==> config.mk <==
export PLATFORM = sky130hd
export DESIGN_NAME = serial_addsub_seq
export DESIGN_NICKNAME = d
export VERILOG_FILES = /design/src/rtl/serial_addsub_seq.sv
export SDC_FILE = /design/constraint.sdc
export NUM_CORES = 1
export LEC_CHECK = 0
export BUFFER_PORTS_ARGS = -buffer_cell sky130_fd_sc_hd__buf_2
export CAP_MARGIN = 20
export CORE_MARGIN = 5
export CORE_UTILIZATION = 25
export DETAILED_ROUTE_END_ITERATION = 8
export PLACE_DENSITY = 0.54
export SYNTH_ARGS = -nofsm -noshare
export SYNTH_HDL_FRONTEND = slang
export SYNTH_SLANG_ARGS = --single-unit
==> constraint.sdc <==
create_clock -name clk -period 1.4 [get_ports clk]
set_input_delay 0.14 -clock clk [delete_from_list [all_inputs] [get_ports clk]]
set_output_delay 0.14 -clock clk [all_outputs]
set_load 0.02 [all_outputs]
==> src/rtl/serial_addsub_seq.sv <==
// rtl/serial_addsub_seq.sv - bit-serial LSB-first sequencer for a 1-bit add/sub cell
// Optional signed-overflow output ovf is built when SERIAL_ADDSUB_OVF_EN is defined.
module serial_addsub_seq #(
   parameter int WIDTH = 8
) (
   input  logic             clk,
   input  logic             rst,
   input  logic             in_valid,
   output logic             in_ready,
   input  logic [WIDTH-1:0] op_a,
   input  logic [WIDTH-1:0] op_b,
   output logic             cell_a,
   output logic             cell_b,
   output logic             cell_cin,
   input  logic             cell_x,
   input  logic             cell_y,
   output logic             out_valid,
   input  logic             out_ready,
   output logic [WIDTH-1:0] result,
`ifdef SERIAL_ADDSUB_OVF_EN
   output logic             ovf,
`endif
   output logic             cout
);

   localparam int CW = (WIDTH > 1) ? $clog2(WIDTH) : 1;
   localparam logic [CW-1:0] LAST = CW'(WIDTH - 1);

   typedef enum logic [1:0] {
      IDLE = 2'd0,
      RUN  = 2'd1,
      DONE = 2'd2
   } state_t;

   state_t           state;
   logic [WIDTH-1:0] a_sh;
   logic [WIDTH-1:0] b_sh;
   logic [CW-1:0]    cnt;
   logic             carry;

   // Cell inputs are only live while a bit is being processed.
   always_comb begin
      cell_a   = 1'b0;
      cell_b   = 1'b0;
      cell_cin = 1'b0;
      if (state == RUN) begin
         cell_a   = a_sh[0];
         cell_b   = b_sh[0];
         cell_cin = carry;
      end
   end

   always_ff @(posedge clk or posedge rst) begin
      if (rst) begin
         state     <= IDLE;
         a_sh      <= '0;
         b_sh      <= '0;
         cnt       <= '0;
         carry     <= 1'b0;
         in_ready  <= 1'b0;
         out_valid <= 1'b0;
         result    <= '0;
         cout      <= 1'b0;
`ifdef SERIAL_ADDSUB_OVF_EN
         ovf       <= 1'b0;
`endif
      end else begin
         case (state)
            IDLE: begin
               if (in_valid && in_ready) begin
                  a_sh     <= op_a;
                  b_sh     <= op_b;
                  cnt      <= '0;
                  carry    <= 1'b0;
                  in_ready <= 1'b0;
                  state    <= RUN;
               end else begin
                  in_ready <= 1'b1;
               end
            end
            RUN: begin
               a_sh   <= a_sh >> 1;
               b_sh   <= b_sh >> 1;
               result <= {cell_x, result[WIDTH-1:1]};
               carry  <= cell_y;
               cnt    <= cnt + CW'(1);
               if (cnt == LAST) begin
                  // carry still holds the carry into the MSB at this edge
                  cout      <= cell_y;
`ifdef SERIAL_ADDSUB_OVF_EN
                  ovf       <= carry ^ cell_y;
`endif
                  cnt       <= '0;
                  out_valid <= 1'b1;
                  state     <= DONE;
               end
            end
            DONE: begin
               if (out_ready) begin
                  out_valid <= 1'b0;
                  in_ready  <= 1'b1;
                  state     <= IDLE;
               end
            end
            default: begin
               state     <= IDLE;
               in_ready  <= 1'b0;
               out_valid <= 1'b0;
            end
         endcase
      end
   end

endmodule

======== After elaboration in Yosys (flattened, before gate mapping) ========
Index checks and enable logic that the tools add are counted.
word-level totals
  output and inout port bits .............. 14
  word-level logic and storage cells ...... 48
  bits of input ports ..................... 22
  bits in writable memories ............... 0
  bits in latches ......................... 0
  memory bits (read-only) ................. 0
  bits in registers ....................... 33
  memories kept ........................... 0
cells by class
  multiplexer cells ....................... 22
  equal/unequal tests ..................... 6
  divide/modulo/power cells ............... 0
  multiply operators ...................... 0
  magnitude comparators ................... 0
  add/subtract/negate cells ............... 1
  reduce and logical (&&, ||, !) cells .... 8
  shift-type cells ........................ 0
  bitwise logic cells ..................... 2
operators with widths
  cell                                                   number
  one-hot mux 8 bit (2 select lines)                     2
  two-way mux 8 bit                                      2
  two-way mux 1 bit                                      8
  two-way mux 2 bit                                      3
  two-way mux 3 bit                                      2
  one-hot mux 1 bit (3 select lines)                     2
  one-hot mux 2 bit (3 select lines)                     1
  one-hot mux 3 bit (2 select lines)                     1
  AND reduction 2 bit                                    3
  AND reduction 3 bit                                    2
  inequality test 2 bit, second input constant           2
  adder 3 x 1 -> 3 bit, second input constant            1
  equality test 3 bit, second input constant             1
  equality test 2 x 1 -> 1 bit, second input constant    1
  equality test 2 bit, second input constant             1
  logical NOT 2 bit                                      1
  inequality test 2 x 1 -> 1 bit, second input constant  1
  NOT 1 bit                                              2
  one-hot mux 1 bit (2 select lines)                     1
  nonzero test 2 bit                                     1
  logical AND 1 bit                                      1

======== Logic depth before layout (Yosys ltp) ========
Gate-level depths: netlist of run 1.
  depth after elaboration ................. 3
  depth in mapped cells ................... 6

======== Worst setup path after synthesis of run 1 ========
No wires, ideal clock.
  kind .................................... reg2reg
  start point ............................. register state[1]
  end point ............................... register a_sh[1]
  cell stages (with the launch flop) ...... 6
  data arrival time ....................... 1.314 ns
  library setup time ...................... 0.125 ns
  path slack .............................. -0.039 ns
  cell sequence ........................... dfrtp_1 buf_4 nor2b_4 buf_6 mux2_4 mux2_2
between the ends
  word-level cells in the longest chain between the ends .. 3
ends and longest elaborated chain
  item                                                                          line  text
  start, declared                                                               35    state_t state;
  start signal, assigned                                                        55    state <= IDLE;
  start signal, assigned                                                        76    state <= RUN;
  start signal, assigned                                                        95    state <= DONE;
  logical NOT 2 bit or equality test 2 x 1 -> 1 bit (tied branches)             68    case (state)
  inequality test 2 bit (no source line) or nonzero test 2 bit (tied branches)  n/a
  AND reduction 2 bit (no source line)                                          n/a
  end signal, assigned                                                          71    a_sh <= op_a;
  end signal, assigned                                                          82    a_sh <= a_sh >> 1;
  end, declared                                                                 36    logic [WIDTH-1:0] a_sh;
Parallel ways exist; a longest one is shown, timed or not.
A chain may end at the register's enable or synchronous reset.

======== Worst setup path in the final report of run 1 ========
  start point ............................. register state[1]
  end point ............................... register b_sh[1]
between the ends
  word-level cells in the longest chain between the ends .. 3
ends and longest elaborated chain
  item                                                                          line  text
  logical NOT 2 bit or equality test 2 x 1 -> 1 bit (tied branches)             68
  inequality test 2 bit (no source line) or nonzero test 2 bit (tied branches)  n/a
  AND reduction 2 bit (no source line)                                          n/a
  end signal, assigned                                                          72    b_sh <= op_b;
  end signal, assigned                                                          83    b_sh <= b_sh >> 1;
  end, declared                                                                 37    logic [WIDTH-1:0] b_sh;
Parallel ways exist; a longest one is shown, timed or not.

==> flow_summary.yaml, run 1 <==
sta:
  setup_viol: 12
  hold_viol: 0
  slew_violations: 0
  skew_ps: 4.76
  rsz0062_at_grt: "yes"
  fin_crit_sh_pct: 103
  relSlewSlack_pct: 71.4
  whs_ps: 92.6
  max_freq_ghz: 0.692
  worstMarginPinSlew_ps: 429
  fin_ws_ps: -44.7
  period_needed_ps: 1440
cells_and_area:
  drive_above_1_share_pct: 52.9
  diodes: 0
  nets: 194
  finalInstanceArea_sq_mm: 0.00209
  area_growth_pct: 33.4
  layout_commonest_cell: "dfrtp_1"
  mostFrequentLayoutCells: "dfrtp_1, buf_2, mux2_4"
floorplanning:
  core-area_sq_mm: 0.00603
  fp.dieH_microns: 89.2
  die-area_sq_mm: 0.00795
  rows: 28
  die_x_microns: 89.2
  num_io_pins: 36
  start_util_pct: 26.0
global_routing:
  antenna_found_initial: 0
  grt_overflow_total: 0
  grt_max_degree: 34
  track_usage_pct: 9.08
  grt_pass1_vias: 1162
  grt_pass1_wl_mm: 5.40
setup_path:
  path_class: "register to register"
  path_max_fanout: 8
  arrival_ps: 1610
  timing.rr.start: "state[1]"
  cp-startpoint: "state[1]"
  crit_required_ps: 1570
  crit_path_start_kind: "register"
  regToRegSetupSlack_ps: -40
  critical_path.endpoint_type: "register"
power_and_ir_drop:
  p_per_area_mw_per_mm2: 2440
  p_seq_share_pct: 32.4
  pwr-share-comb_pct: 53.7
  clkPwrFrac_pct: 13.9
  p_int_mw: 3.41
  ir_drop_uv: 1290
  power.switching_mw: 1.69
  p_sw_share_pct: 33.2
  total_power_mw: 5.11
  p_leak_nw: 1.06
placed_design:
  post_dp_cell_area_sq_mm: 0.00190
  gp_congestion: 0.638
  dpl.hpwl_mm: 2.25
  portBuffers: 35
hold_path:
  hp-class: "input port to register"
  worstHoldStart: "cell_x"
clock_tree:
  cts_buffers: 5
  max-clock-path-buffers: 2
  clk_pin_slew_worst_paths_ps: 60
  cts_tree: "done"
  cts.sinks: 33
  clk_latency_ps: 280
  root_buffer: "clkbuf_8"
  htree_levels: 2
drt:
  via_count: 1066
  drt_pass1_iterations: 3
  drt-total-wl_mm: 3.17
  route.detailed.drc: 0
  ant_nets: 0
  first_iter_violations: 53
  routed_via_density: 4.35
  post_drt_wl_per_cell_microns: 12.9
logic_synthesis:
  syn_area_sq_mm: 0.00157
  syn_area_per_cell_sq_um: 13.1
  synthCells: 120
  seq_area_frac_synth_pct: 52.7
  yosys_warnings: 0
  syn_nets: 144
  yosys.cell_types.count: 24
  ys_ff_latch: 33
run_status:
  status: "finished with violations"
  failed_checks: "negative setup slack"
run:
  drv_cap: 0
layout make-up:
class / instances / area, sq um
Timing Repair Buffer: 50 / 358
Clock buffer: 7 / 86.3
Tap cell: 75 / 93.8
Fill cell: 622 / 3930
Sequential cell: 33 / 826
Multi-Input combinational cell: 77 / 717
Inverter: 3 / 11.3
worst paths after layout:
path | endpoint | depth (start not counted)
max in group asynchronous | result[6] | 4
hold reg to reg | out_valid | 2
setup reg to reg | b_sh[1] | 5
min in group asynchronous | a_sh[4] | 4
hold / removal | result[7] | 2
setup / recovery | b_sh[1] | 5
layer usage:
layer / vias to the layer above / global-route usage, % / wire, microns
met5: - / 0 / 0
met4: 0 / 4.06 / 53
met3: 7 / 3.78 / 287
met2: 33 / 13.6 / 1350
met1: 504 / 11.4 / 1480
li1: 522 / - / -
flip-flops by register name, indices dropped and copies added (netlist names):
signal and count:
state 2, carry 1, out_valid 1, cnt 3
in_ready 1, a_sh 8, cout 1, result 8
b_sh 8
critical path, stage by stage, from the launching register on:
cell and delay [ps]:
dfrtp_1 400, nor2b_4 130, buf_12 130, buf_12 120, mux2_4 300, mux2_4 250
synthesized netlist by cell type:
library cell | number | area [sq um]
dfrtp_1 | 33 | 826
mux2_2 | 18 | 203
o21ai_0 | 16 | 80.1
mux2_4 | 10 | 150
nand2_1 | 6 | 22.5
mux2i_1 | 5 | 50.1
a21oi_1 | 3 | 15.0
and2_1 | 3 | 18.8
buf_6 | 3 | 33.8
inv_1 | 3 | 11.3
a22o_1 | 2 | 17.5
and4b_1 | 2 | 20.0
buf_4 | 2 | 15.0
clkbuf_1 | 2 | 7.51
ha_1 | 2 | 25.0
nand2b_1 | 2 | 12.5
a211oi_1 | 1 | 7.51
a21oi_2 | 1 | 8.76
nor2_1 | 1 | 3.75
nor2_2 | 1 | 6.26
nor2b_4 | 1 | 13.8
nor3_1 | 1 | 5.00
o2bb2ai_1 | 1 | 8.76
or2_2 | 1 | 6.26
stage by stage:
stage	setup TNS [ps]	cells	setup WS, ps	util, %
floorplan	-202	120	-22.5	-
global placement	0	233	33.6	31.6
detailed placement	0	233	19.1	31.6
CTS	-629	244	-66.1	34.5
global route	-1150	245	-115	34.7
finish	-435	245	-44.7	34.7
power by group through the flow:
stage	sequential (mW)	clock, mW	combinational [mW]
5_1_grt	1.73	0.795	3.01
6_report	1.65	0.708	2.74
3_3_place_gp	1.67	0	2.41
4_1_cts	1.67	0.746	2.75
3_5_place_dp	1.68	0	2.43
2_1_floorplan	1.82	0	1.72
cell families (layout without fill, tap and decap cells):
group	count (synthesis)	in the layout	synth area share, %
AOI/OAI and AO/OA	24	24	8.78
adders and majority gates	2	2	1.60
buffers and inverters	10	60	4.31
DFF	33	33	52.7
muxes	33	33	25.7
and+or+nand+nor	18	18	6.94
what timing repair did:
| action | in CTS | in global routing |
|---|---|---|
| endpoints found under the hold margin | 33 | 0 |
| pin swaps | 3 | 0 |
| resized for setup | 14 | 1 |
| setup buffers | 3 | 1 |
| hold buffers | 1 | 0 |
| setup endpoints to repair | 3 | 19 |
No activity file was read; power rests on OpenSTA's default activity.
==> run 2: changes to the inputs <==
--- a/config.mk
+++ b/config.mk
@@ -10,7 +10,7 @@
 export CORE_MARGIN = 5
 export CORE_UTILIZATION = 25
 export DETAILED_ROUTE_END_ITERATION = 8
-export PLACE_DENSITY = 0.54
+export PLACE_DENSITY = 0.55
 export SYNTH_ARGS = -nofsm -noshare
 export SYNTH_HDL_FRONTEND = slang
 export SYNTH_SLANG_ARGS = --single-unit
==> run 2 against run 1 <==
The flow still finishes with violations (negative setup slack). Sequential power is essentially flat. First-iteration DRC count shrank 30%. Sequential share of layout area grew 0.43 points. Combinational power shrank 3%. Utilization shrank 0.37 points. Clock power grew 1%. Cell area shrank 1.1%. Critical path depth shrank 1. Final cell count is the same. Worst setup slack gained 27 ps. Total power shrank 1.4%. Sequential cell count is the same. Largest cell class unchanged. Largest power group unchanged.
==> flow_summary.yaml, run 2 (synthesis gave the netlist of run 1 again) <==
cells_and_area:
  nets: 194
  n_fill_cell: 622
  mostFrequentLayoutCells: "dfrtp_1, buf_2, mux2_4"
  diodes: 0
  finalInstanceArea_sq_mm: 0.00207
  reg_top3: "a_sh x8, b_sh x8, result x8"
  area_growth_pct: 32.0
  layout_commonest_cell: "dfrtp_1"
  seqCellArea_sq_um: 826
  drive_above_1_share_pct: 53.5
  multiInputGateArea_sq_um: 719
run_status:
  status: "finished with violations"
  failed_checks: "negative setup slack"
floorplanning:
  die_x_microns: 89.2
  start_util_pct: 26.0
  core-area_sq_mm: 0.00603
  num_io_pins: 36
  rows: 28
  fp.dieH_microns: 89.2
  die-area_sq_mm: 0.00795
hold_path:
  hp-class: "input port to register"
  worstHoldStart: "cell_x"
  holdPathStages: 2
  hold_end: "result[7]"
sta:
  whs_ps: 92.7
  period_needed_ps: 1420
  rsz0062_at_grt: "yes"
  hold_viol: 0
  setup_viol: 11
  slew_violations: 0
  fin_crit_sh_pct: 101
  worstMarginPinSlew_ps: 423
  max_freq_ghz: 0.705
  relSlewSlack_pct: 71.8
  fin_ws_ps: -17.9
  skew_ps: 3.13
setup_path:
  critical_path.endpoint_type: "primary output"
  r2r_end: "b_sh[1]"
  crit_required_ps: 1260
  timing.rr.start: "state[1]"
  reg2reg_depth: 4
  path_class: "register to primary output"
  arrival_ps: 1280
  regToRegSetupSlack_ps: -20
  crit_path_start_kind: "register"
  path_max_fanout: 13
drt:
  drt-total-wl_mm: 3.22
  post_drt_wl_per_cell_microns: 13.1
  route.detailed.drc: 0
  drt_pass1_iterations: 4
  routed_via_density: 4.34
  via_count: 1063
  ant_nets: 0
  first_iter_violations: 37
placed_design:
  post_dp_cell_area_sq_mm: 0.00190
  portBuffers: 35
  dpl.hpwl_mm: 2.31
  dpl_worst_slack_ps: 9.84
  gp_congestion: 0.664
clock_tree:
  cts.sinks: 33
  max-clock-path-buffers: 2
  cts_tree: "done"
  root_buffer: "clkbuf_8"
  clk_latency_ps: 280
  clk_pin_slew_worst_paths_ps: 60
  cts_buffers: 5
  htree_levels: 2
global_routing:
  grt_pass1_vias: 1165
  grt_overflow_total: 0
  grt_pass1_wl_mm: 5.35
  grt_max_degree: 34
  track_usage_pct: 8.75
  antenna_found_initial: 0
power_and_ir_drop:
  ir_drop_uv: 1310
  p_leak_nw: 1.05
  p_per_area_mw_per_mm2: 2430
run:
  drv_cap: 0
-- run 2: cell counts in the layout (fill, tap and decap cells not counted) --
No cell type changed its count.
-- run 2: per-layer routing --
metal / vias up / wire length (microns) / global-route usage, %
li1: 520 / - / -
met5: - / 0 / 0
met2: 33 / 1300 / 13.0
met1: 505 / 1630 / 11.5
met3: 5 / 250 / 3.50
met4: 0 / 42 / 3.25
-- run 2: area by class of cell --
cell class | instances | share of cell area [%]
clock buffers | 7 | 4.17
multi-input cells | 77 | 34.8
flip-flops and latches | 33 | 39.9
repair buffers | 50 | 16.1
inverters | 3 | 0.544
well taps | 75 | 4.53
-- run 2: critical path, cell delays in order (launching register included) --
cell and delay, ps:
dfrtp_1 400, nor2b_4 170, buf_12 170, and2_4 150
buf_6 100
-- run 2: repair_timing --
| item | CTS | global route |
|---|---|---|
| hold buffers | 1 | 0 |
| endpoints found under the hold margin | 33 | 0 |
| buffers inserted | 3 | 1 |
| setup endpoints to repair | 5 | 15 |
| pin swaps | 0 | 1 |
| gates resized for setup | 6 | 7 |
-- run 2: worst max-delay path by stage --
stage | depth (start not counted) | to | from | slack, ps
final | 4 | cell_b | state[1] | -20
after global routing | 4 | cell_a | state[1] | -80
after CTS | 4 | cell_b | state[1] | -50
after detailed placement | 3 | b_sh[2] | state[1] | 10
after global placement | 3 | b_sh[1] | state[1] | 30
after floorplan | 5 | a_sh[0] | state[1] | -20
-- run 2: per-stage QoR --
stage	cells	util [%]	TNS [ps]	power [mW]
finish	245	34.3	-143	5.03
floorplan	120	-	-202	3.54
detailed placement	233	31.6	0	4.12
CTS	244	33.9	-276	5.00
global placement	233	31.6	0	4.07
global route	245	34.3	-802	5.39
-- run 2: where the power goes --
group          switching [mW]  total [mW]  internal, mW  leakage, nW
Sequential              0.247        1.66          1.41        0.403
Clock                   0.328       0.718         0.390       0.0443
Combinational            1.12        2.66          1.54        0.600
==> run 3: changes to the inputs <==
==> constraint.sdc (replaced) <==
create_clock -name clk -period 1.23 [get_ports clk]
set_input_delay 0.123 -clock clk [delete_from_list [all_inputs] [get_ports clk]]
set_output_delay 0.123 -clock clk [all_outputs]
set_load 0.02 [all_outputs]
==> run 3 against run 2 <==
Largest power group unchanged. The run still ends with negative setup slack left. Critical endpoint is now a_sh[1]. Wire length increased by 4.9%. Sequential power increased by 16%. Critical path type is now register to register. Register-to-register slack got worse by 210 ps.
==> flow_summary.yaml, run 3 (synthesis gave the netlist of run 1 again) <==
cells_and_area:
  reg_top3: "a_sh x8, b_sh x8, result x8"
  diodes: 0
  final_cell_count_no_fill: 252
  drive_above_1_share_pct: 60.5
  finalInstanceArea_sq_mm: 0.00224
  mostFrequentLayoutCells: "dfrtp_1, buf_2, mux2_4"
  nets: 200
  area_growth_pct: 43.2
placed_design:
  post_dp_cell_area_sq_mm: 0.00194
  placedCellCount: 234
  dpl.hpwl_mm: 2.41
  gp_congestion: 0.738
  portBuffers: 35
drt:
  via_count: 1099
  route.detailed.drc: 0
  ant_nets: 0
  first_iter_violations: 51
  routed_via_density: 4.36
  drt_pass1_iterations: 4
  post_drt_wl_per_cell_microns: 13.4
  drt-total-wl_mm: 3.38
setup_path:
  regToRegSetupSlack_ps: -230
  reg2reg_depth: 5
  crit_path_start_kind: "register"
  critical_path.endpoint_type: "register"
  arrival_ps: 1630
  crit_required_ps: 1400
  timing.rr.start: "state[1]"
  path_class: "register to register"
  path_max_fanout: 6
  r2r_end: "a_sh[1]"
sta:
  skew_ps: 5.37
  relSlewSlack_pct: 71.4
  hold_viol: 0
  fin_ws_ps: -233
  period_needed_ps: 1460
  slew_violations: 0
  worstMarginPinSlew_ps: 429
  whs_ps: 68.0
  max_freq_ghz: 0.684
  rsz0062_at_grt: "yes"
  setup_viol: 34
  fin_crit_sh_pct: 119
run_status:
  status: "finished with violations"
  failed_checks: "negative setup slack"
floorplanning:
  die_x_microns: 89.2
  start_util_pct: 26.0
  rows: 28
  fp.dieH_microns: 89.2
  core-area_sq_mm: 0.00603
  num_io_pins: 36
  die-area_sq_mm: 0.00795
hold_path:
  hp-class: "input port to register"
  worstHoldStart: "cell_x"
  holdPathStages: 2
  hold_end: "result[7]"
clock_tree:
  max-clock-path-buffers: 2
  cts_buffers: 5
  clk_latency_ps: 280
  root_buffer: "clkbuf_8"
  cts.sinks: 33
  clk_pin_slew_worst_paths_ps: 70
  cts_tree: "done"
  htree_levels: 2
global_routing:
  track_usage_pct: 9.08
  grt_pass1_vias: 1196
  grt_pass1_wl_mm: 5.57
  grt_max_degree: 34
  grt_overflow_total: 0
  antenna_found_initial: 0
power_and_ir_drop:
  ir_drop_uv: 1500
  p_leak_nw: 1.12
  p_per_area_mw_per_mm2: 2860
run:
  drv_cap: 0
==> run 3: changes by cell type in the layout (fill, tap and decap cells not counted), sizes merged <==
cell,delta
buf,+6
bufinv,+1
==> run 3: worst max-delay path, stage by stage (launching register included) <==
cell and delay, ps:
dfrtp_1 410, nor2b_4 170, buf_12 130, buf_4 100
mux2_4 280, mux2_4 260
==> run 3: power by group <==
group / internal (mW) / total (mW) / switching, mW
Clock: 0.660 / 1.05 / 0.389
Combinational: 2.04 / 3.44 / 1.41
Sequential: 1.61 / 1.93 / 0.320
Total: 4.31 / 6.42 / 2.11
==> run 3: stage by stage <==
step | setup TNS (ps) | power (mW) | util [%] | setup WS [ps]
2_1_floorplan | -2450 | 4.05 | - | -192
3_3_place_gp | -2040 | 4.79 | 32.2 | -148
3_5_place_dp | -2390 | 4.85 | 32.2 | -161
4_1_cts | -3840 | 6.28 | 36.0 | -212
5_1_grt | -6710 | 6.84 | 37.3 | -277
6_report | -5050 | 6.42 | 37.3 | -233
==> run 3: cell type report <==
class | count | area, sq um
fill | 609 | 3780
sequential | 33 | 827
multi-input combinational | 77 | 778
timing repair buffer | 56 | 418
tap | 75 | 93.8
clock buffer | 7 | 86.3
clock inverter | 1 | 30.0
inverter | 3 | 11.3
==> run 3: how the worst max path moves through the flow <==
stage / from / to
finish: state[1] / a_sh[1]
global placement: state[1] / b_sh[0]
floorplan: state[1] / a_sh[0]
global route: state[1] / cell_cin
CTS: state[0] / cell_cin
detailed placement: state[1] / b_sh[3]
==> run 3: layer usage <==
metal  GRT usage, %  routed length (microns)  up-vias
met3           3.41                      251        0
met5              0                        0        -
met4           3.25                        0        0
li1               -                        -      539
met1           11.1                     1600      528
met2           14.6                     1520       32
==> run 3: repair_timing <==
action / in CTS / in global routing
pin swaps: 4 / 4
setup buffers: 8 / 3
endpoints found under the setup margin: 31 / 36
hold endpoints to repair: 33 / 0
hold buffers: 1 / 0
resized for setup: 19 / 18
